`src/rtl/elastic_pipe_pkg.sv`:
```
// Shared declarations for the elastic pipeline: default bus width, count-width
// helper and the per-stage control bundle.
package elastic_pkg;

  localparam int unsigned default_width_c = 8;

  typedef struct packed {
    logic valid;
    logic ready;
  } stage_ctrl_t;

  // Width needed to hold an occupancy of 0..depth.
  function automatic int unsigned count_width(input int unsigned depth);
    return (depth < 1) ? 1 : $clog2(depth + 1);
  endfunction

endpackage

```
`src/rtl/elastic_pipe_if.sv`:
```
// Producer/consumer handshake bundle for elastic_pipe. The master side drives
// the inputs; the slave side is the pipeline itself.
interface elastic_pipe_if #(
  parameter int unsigned width_p = elastic_pkg::default_width_c,
  parameter int unsigned depth_p = 2
);
  import elastic_pkg::*;

  localparam int unsigned count_w_c = count_width(depth_p);

  // Handshake: a word moves across a boundary only in a cycle where the
  // sender's valid and the receiver's ready are both 1. valid may rise without
  // waiting for ready; once valid_o is 1 it and data_o hold until ready_i or flush.
  logic                 valid_i;
  logic                 ready_o;
  logic [width_p-1:0]   data_i;
  logic                 valid_o;
  logic                 ready_i;
  logic [width_p-1:0]   data_o;
  logic                 flush_i;
  logic [count_w_c-1:0] count_o;

  modport master (
    output valid_i, data_i, ready_i, flush_i,
    input  ready_o, valid_o, data_o, count_o
  );

  modport slave (
    input  valid_i, data_i, ready_i, flush_i,
    output ready_o, valid_o, data_o, count_o
  );

endinterface

```
`src/rtl/elastic_pipe_stage.sv`:
```
// One elastic register stage: loads from upstream when empty or draining,
// drains when downstream is ready, and clears its valid bit on flush.
module elastic_stage
  import elastic_pkg::*;
#(
  parameter int unsigned width_p          = default_width_c,
  parameter bit          datapath_reset_p = 1'b0
) (
  input  logic               clk_i,
  input  logic               reset_i,
  input  logic               flush_i,
  input  logic               up_valid,
  input  logic [width_p-1:0] up_data,
  input  logic               down_ready,
  output stage_ctrl_t        ctrl,
  output logic [width_p-1:0] data
);

  logic valid_q;
  logic load;

  assign ctrl = '{valid: valid_q, ready: ~valid_q | down_ready};
  assign load = up_valid & ctrl.ready & ~flush_i;

  always_ff @(posedge clk_i or posedge reset_i) begin
    if (reset_i) begin
      valid_q <= 1'b0;
    end else if (flush_i) begin
      valid_q <= 1'b0;
    end else if (load) begin
      valid_q <= 1'b1;
    end else if (down_ready) begin
      valid_q <= 1'b0;
    end
  end

  // Data is only ever written on a load; draining leaves the stale word behind.
  if (datapath_reset_p) begin : g_data_rst
    always_ff @(posedge clk_i or posedge reset_i) begin
      if (reset_i) begin
        data <= '0;
      end else if (load) begin
        data <= up_data;
      end
    end
  end else begin : g_data_norst
    always_ff @(posedge clk_i) begin
      if (load) begin
        data <= up_data;
      end
    end
  end

endmodule

```
`src/rtl/elastic_pipe.sv`:
```
// depth_p-stage elastic pipeline with valid/ready backpressure, synchronous
// flush and an occupancy count.
module elastic_pipe
  import elastic_pkg::*;
#(
  parameter int unsigned width_p          = default_width_c,
  parameter int unsigned depth_p          = 2,
  parameter bit          datapath_reset_p = 1'b0
) (
  input  logic          clk_i,
  input  logic          reset_i,
  elastic_pipe_if.slave bus
);

  localparam int unsigned count_w_c = count_width(depth_p);

  if (depth_p < 1 || width_p < 1) begin : g_param_check
    $error("elastic_pipe: depth_p and width_p must both be at least 1");
  end

  logic [depth_p-1:0]   valid_vec;
  logic [count_w_c-1:0] count_sum;

  // The ready chain runs combinationally from ready_i back to stage 0.
  for (genvar k = 0; k < depth_p; k++) begin : stage_g
    stage_ctrl_t        ctrl;
    logic               up_valid;
    logic [width_p-1:0] up_data;
    logic [width_p-1:0] data;
    logic               down_ready;

    if (k == 0) begin : g_head
      assign up_valid = bus.valid_i;
      assign up_data  = bus.data_i;
    end else begin : g_link
      assign up_valid = stage_g[k-1].ctrl.valid;
      assign up_data  = stage_g[k-1].data;
    end

    if (k == depth_p - 1) begin : g_tail
      assign down_ready = bus.ready_i;
    end else begin : g_mid
      assign down_ready = stage_g[k+1].ctrl.ready;
    end

    elastic_stage #(
      .width_p         (width_p),
      .datapath_reset_p(datapath_reset_p)
    ) u_stage (
      .clk_i     (clk_i),
      .reset_i   (reset_i),
      .flush_i   (bus.flush_i),
      .up_valid  (up_valid),
      .up_data   (up_data),
      .down_ready(down_ready),
      .ctrl      (ctrl),
      .data      (data)
    );

    assign valid_vec[k] = ctrl.valid;
  end

  // Occupancy is a pure function of the stage valid flops, so it only moves
  // at clock edges or on reset.
  always_comb begin
    count_sum = '0;
    for (int i = 0; i < depth_p; i++) begin
      count_sum = count_sum + count_w_c'(valid_vec[i]);
    end
  end

  assign bus.ready_o = stage_g[0].ctrl.ready & ~bus.flush_i & ~reset_i;
  assign bus.valid_o = stage_g[depth_p-1].ctrl.valid;
  assign bus.data_o  = stage_g[depth_p-1].data;
  assign bus.count_o = count_sum;

endmodule

```
`src/flat_wrapper.sv`:
```
// flat-port wrapper written by rule: the top's interface ports become plain ports
module elastic_pipe_flat import elastic_pkg::*;
#(
  parameter int unsigned width_p          = default_width_c,
  parameter int unsigned depth_p          = 2,
  parameter bit          datapath_reset_p = 1'b0
)
  (clk_i, reset_i, bus_valid_i, bus_data_i, bus_ready_i, bus_flush_i, bus_ready_o, bus_valid_o, bus_data_o, bus_count_o);
  elastic_pipe_if #(.width_p(width_p), .depth_p(depth_p)) bus_i ();
  input  logic clk_i;
  input  logic reset_i;
  input wire logic [$bits(bus_i.valid_i)-1:0] bus_valid_i;
  input wire logic [$bits(bus_i.data_i)-1:0] bus_data_i;
  input wire logic [$bits(bus_i.ready_i)-1:0] bus_ready_i;
  input wire logic [$bits(bus_i.flush_i)-1:0] bus_flush_i;
  output wire logic [$bits(bus_i.ready_o)-1:0] bus_ready_o;
  output wire logic [$bits(bus_i.valid_o)-1:0] bus_valid_o;
  output wire logic [$bits(bus_i.data_o)-1:0] bus_data_o;
  output wire logic [$bits(bus_i.count_o)-1:0] bus_count_o;
  assign bus_i.valid_i = bus_valid_i;
  assign bus_i.data_i = bus_data_i;
  assign bus_i.ready_i = bus_ready_i;
  assign bus_i.flush_i = bus_flush_i;
  assign bus_ready_o = bus_i.ready_o;
  assign bus_valid_o = bus_i.valid_o;
  assign bus_data_o = bus_i.data_o;
  assign bus_count_o = bus_i.count_o;
  elastic_pipe #(.width_p(width_p), .depth_p(depth_p), .datapath_reset_p(datapath_reset_p)) u_core (.clk_i(clk_i), .reset_i(reset_i), .bus(bus_i));
endmodule
```
`config.mk`:
```
export PLATFORM = sky130hd
export DESIGN_NAME = elastic_pipe_flat
export DESIGN_NICKNAME = d
export VERILOG_FILES = /design/src/rtl/elastic_pipe_pkg.sv /design/src/rtl/elastic_pipe_if.sv /design/src/rtl/elastic_pipe_stage.sv /design/src/rtl/elastic_pipe.sv /design/src/flat_wrapper.sv
export SDC_FILE = /design/constraint.sdc
export NUM_CORES = 1
export LEC_CHECK = 0
export ABC_AREA = 0
export BUFFER_PORTS_ARGS = -buffer_cell sky130_fd_sc_hd__clkbuf_2
export CORE_MARGIN = 5
export CORE_UTILIZATION = 45
export DETAILED_ROUTE_END_ITERATION = 10
export PLACE_DENSITY = 0.81
export SLEW_MARGIN = 20
export SYNTH_ARGS = -nofsm -noshare
export SYNTH_HDL_FRONTEND = slang
export SYNTH_SLANG_ARGS = --single-unit
```
`constraint.sdc`:
```
create_clock -name clk_i -period 3 [get_ports clk_i]
set_input_delay 0.6 -clock clk_i [delete_from_list [all_inputs] [get_ports clk_i]]
set_output_delay 0.6 -clock clk_i [all_outputs]
set_load 0.02 [all_outputs]
```
==> impl_metrics.ini <==
[worst_setup_path]
crit_fanout = 4
worst_setup_path_end_kind = output port
cp_slowest_cell = dfrtp_1
critPathKind = flop to output port
worstSetupStartpointType = flop
rrSetupSlack_ns = 1.48
crit_chain = and3b_1, nor3_1, clkbuf_2
critPathRequiredTime_ns = 2.40
crit_start = u_core.stage_g[1].u_stage.valid_q
rr_worst_depth = 2
max_stage_delay_ns = 0.42
timing.rr.start = u_core.stage_g[1].u_stage.valid_q
arrival_ns = 1.26

[power_and_ir_drop]
cellLeakagePower_nw = 0.338
p_switching_uw = 82.6
p_int_uw = 343
pwr-share-clk_pct = 25.1
p_sw_share_pct = 19.4
powerDensity_nw_per_um2 = 549
seq_power_share_pct = 67.2
peakVddDrop_mv = 0.293
p_comb_share_pct = 7.7

[sta]
fmax_mhz = 537
max-slew-margin-rel_pct = 61.3
setup_violations = 0
fin_skew_ns = 0.00459
grt_setup_unrepaired = no
tns_ns = 0
worstMarginPinSlew_ns = 0.578
finalCritPeriodShare_pct = 62.0
hold_violations = 0
post-route-min-period_ns = 1.86
slew_violations = 0

[route]
drt-initial-drc-count = 3
routed_via_density = 4.83
first_pass_iters = 4
totalWireLength_um = 883
ant_nets = 0
wl_per_cell_um = 12.6
drc = 0
vias = 338

[grt]
antenna_found_initial = 0
grt_pass1_wl_um = 1410
grt_overflow = 0
grt.total_usage_pct = 9.96
first_global_vias = 325
grt_max_degree = 10

[die]
core_area_um2 = 1280
die_width_um = 46.7
die-area_um2 = 2180
rows = 13
dieHeight_um = 46.7
io_pins = 25
start_util_pct = 47.2

[synthesis]
synth_area_per_cell_um2 = 22.5
synthCells = 27
synth_area_um2 = 607
synth_fp_nets = 41
yosysSeqAreaShare_pct = 87.4
synth-seq-cells = 18
ys_types = 11
yosys_warnings = 0

[job]
max_cap_violations = 0

[clock_network]
cts_setup_buffers = 0
cts_hold_buffers = 0
numCtsBuffers = 3
clk_latency_ns = 0.27
cts.path.max_buffers = 2
postCtsResizedCells = 0
cts_tree = built
cts.clk_slew.worst_paths_ns = 0.09
clock-sinks = 18
h-tree-depth = 1
cts_root_buffer = clkbuf_4

[worst_hold_path]
hp-class = primary input to asynchronous set/reset pin

[place]
dpl.hpwl_um = 739
globalplace.congestion = 0.674
portBuffers = 24

[final_layout]
fillCellCount = 91
n_antenna_cell = 0
area_delta_synth_final_pct = 27.8
final_core_util_pct = 60.4
drive_above_1_share_pct = 54.5
layout.nets = 71

[run_status]
status = finished, final reports clean
[area by class of cell]
| type | instances | area (µm²) | area share (%) |
|---|---|---|---|
| Multi-Input combinational cell | 8 | 72.6 | 9.35 |
| Tap cell | 15 | 18.8 | 2.42 |
| Clock buffer | 3 | 22.5 | 2.90 |
| Sequential cell | 18 | 531 | 68.4 |
| Inverter | 1 | 3.75 | 0.484 |
| Timing Repair Buffer | 25 | 128 | 16.5 |
[layout by cell type (no fill, tap or decap)]
master / synthesis / routed
nor3b_2: 1 / 1
o21ba_1: 1 / 1
o21ba_2: 1 / 1
and3b_1: 1 / 1
nor3_1: 1 / 1
clkbuf_4: 0 / 3
nor2b_1: 1 / 1
ha_1: 1 / 1
nor3b_1: 1 / 1
clkbuf_2: 0 / 24
edfxtp_1: 16 / 16
buf_4: 0 / 1
inv_1: 1 / 1
dfrtp_1: 2 / 2
[worst max-delay path, delay by kind of cell (launching register included)]
family / cells / cell delay (ns)
and+or+nand+nor: 2 / 0.38
DFF: 1 / 0.42
buffers and inverters: 1 / 0.20
[cells in the mapped netlist]
master / n / area share (%)
nor2b_1: 1 / 1.0
nor3b_2: 1 / 2.1
and3b_1: 1 / 1.4
dfrtp_1: 2 / 8.2
ha_1: 1 / 2.1
nor3_1: 1 / 0.82
edfxtp_1: 16 / 79
inv_1: 1 / 0.62
o21ba_2: 1 / 1.6
o21ba_1: 1 / 1.6
nor3b_1: 1 / 1.2
[routing by layer]
metal / vias up / global-route usage [%] / part of all wire, %
met2: 17 / 18.1 / 53
met3: 2 / 3.52 / 12
li1: 163 / - / -
met1: 156 / 9.14 / 34
met4: 0 / 6.63 / 0.68
met5: - / 0 / 0
[worst paths after layout]
kind | endpoint
worst min register to register | u_core.stage_g[1].u_stage.data[3]
worst max register to register | u_core.stage_g[0].u_stage.data[3]
worst min-delay path | u_core.stage_g[0].u_stage.valid_q
max in group asynchronous | u_core.stage_g[1].u_stage.valid_q
worst max-delay path | bus_ready_o
min in group clk_i | u_core.stage_g[1].u_stage.data[3]
[power by group through the flow]
stage | registers [mW] | clock network, mW | logic, mW
after floorplan | 0.296 | 0 | 0.0123
after global placement | 0.291 | 0 | 0.0315
after detailed placement | 0.292 | 0 | 0.0332
after CTS | 0.286 | 0.113 | 0.0333
after global routing | 0.287 | 0.125 | 0.0356
final | 0.286 | 0.107 | 0.0328
[cells by family (layout without fill, tap and decap cells)]
| group | count (synthesis) | in the layout | synth area share, % |
|---|---|---|---|
| buffers and inverters | 1 | 29 | 0.618 |
| AOI/OAI and AO/OA | 2 | 2 | 3.30 |
| adders and majority gates | 1 | 1 | 2.06 |
| and+or+nand+nor | 5 | 5 | 6.60 |
| DFF | 18 | 18 | 87.4 |
[stage by stage]
step | hold WS, ns | std cells | total power, mW | setup slack (ns) | cell area (µm²)
2_1_floorplan | 0.341 | 27 | 0.308 | 1.15 | 607
3_3_place_gp | 0.402 | 67 | 0.323 | 1.20 | 753
3_5_place_dp | 0.411 | 67 | 0.325 | 1.17 | 753
4_1_cts | 0.142 | 70 | 0.433 | 1.13 | 776
5_1_grt | 0.138 | 70 | 0.447 | 1.03 | 776
6_report | 0.155 | 70 | 0.426 | 1.14 | 776
[sequential cells by signal (all words and copies together), names as in the netlist]
register and count:
u_core.stage_g.u_stage.data 16, u_core.stage_g.u_stage.valid_q 2
Power figures use the tool's default switching activity.
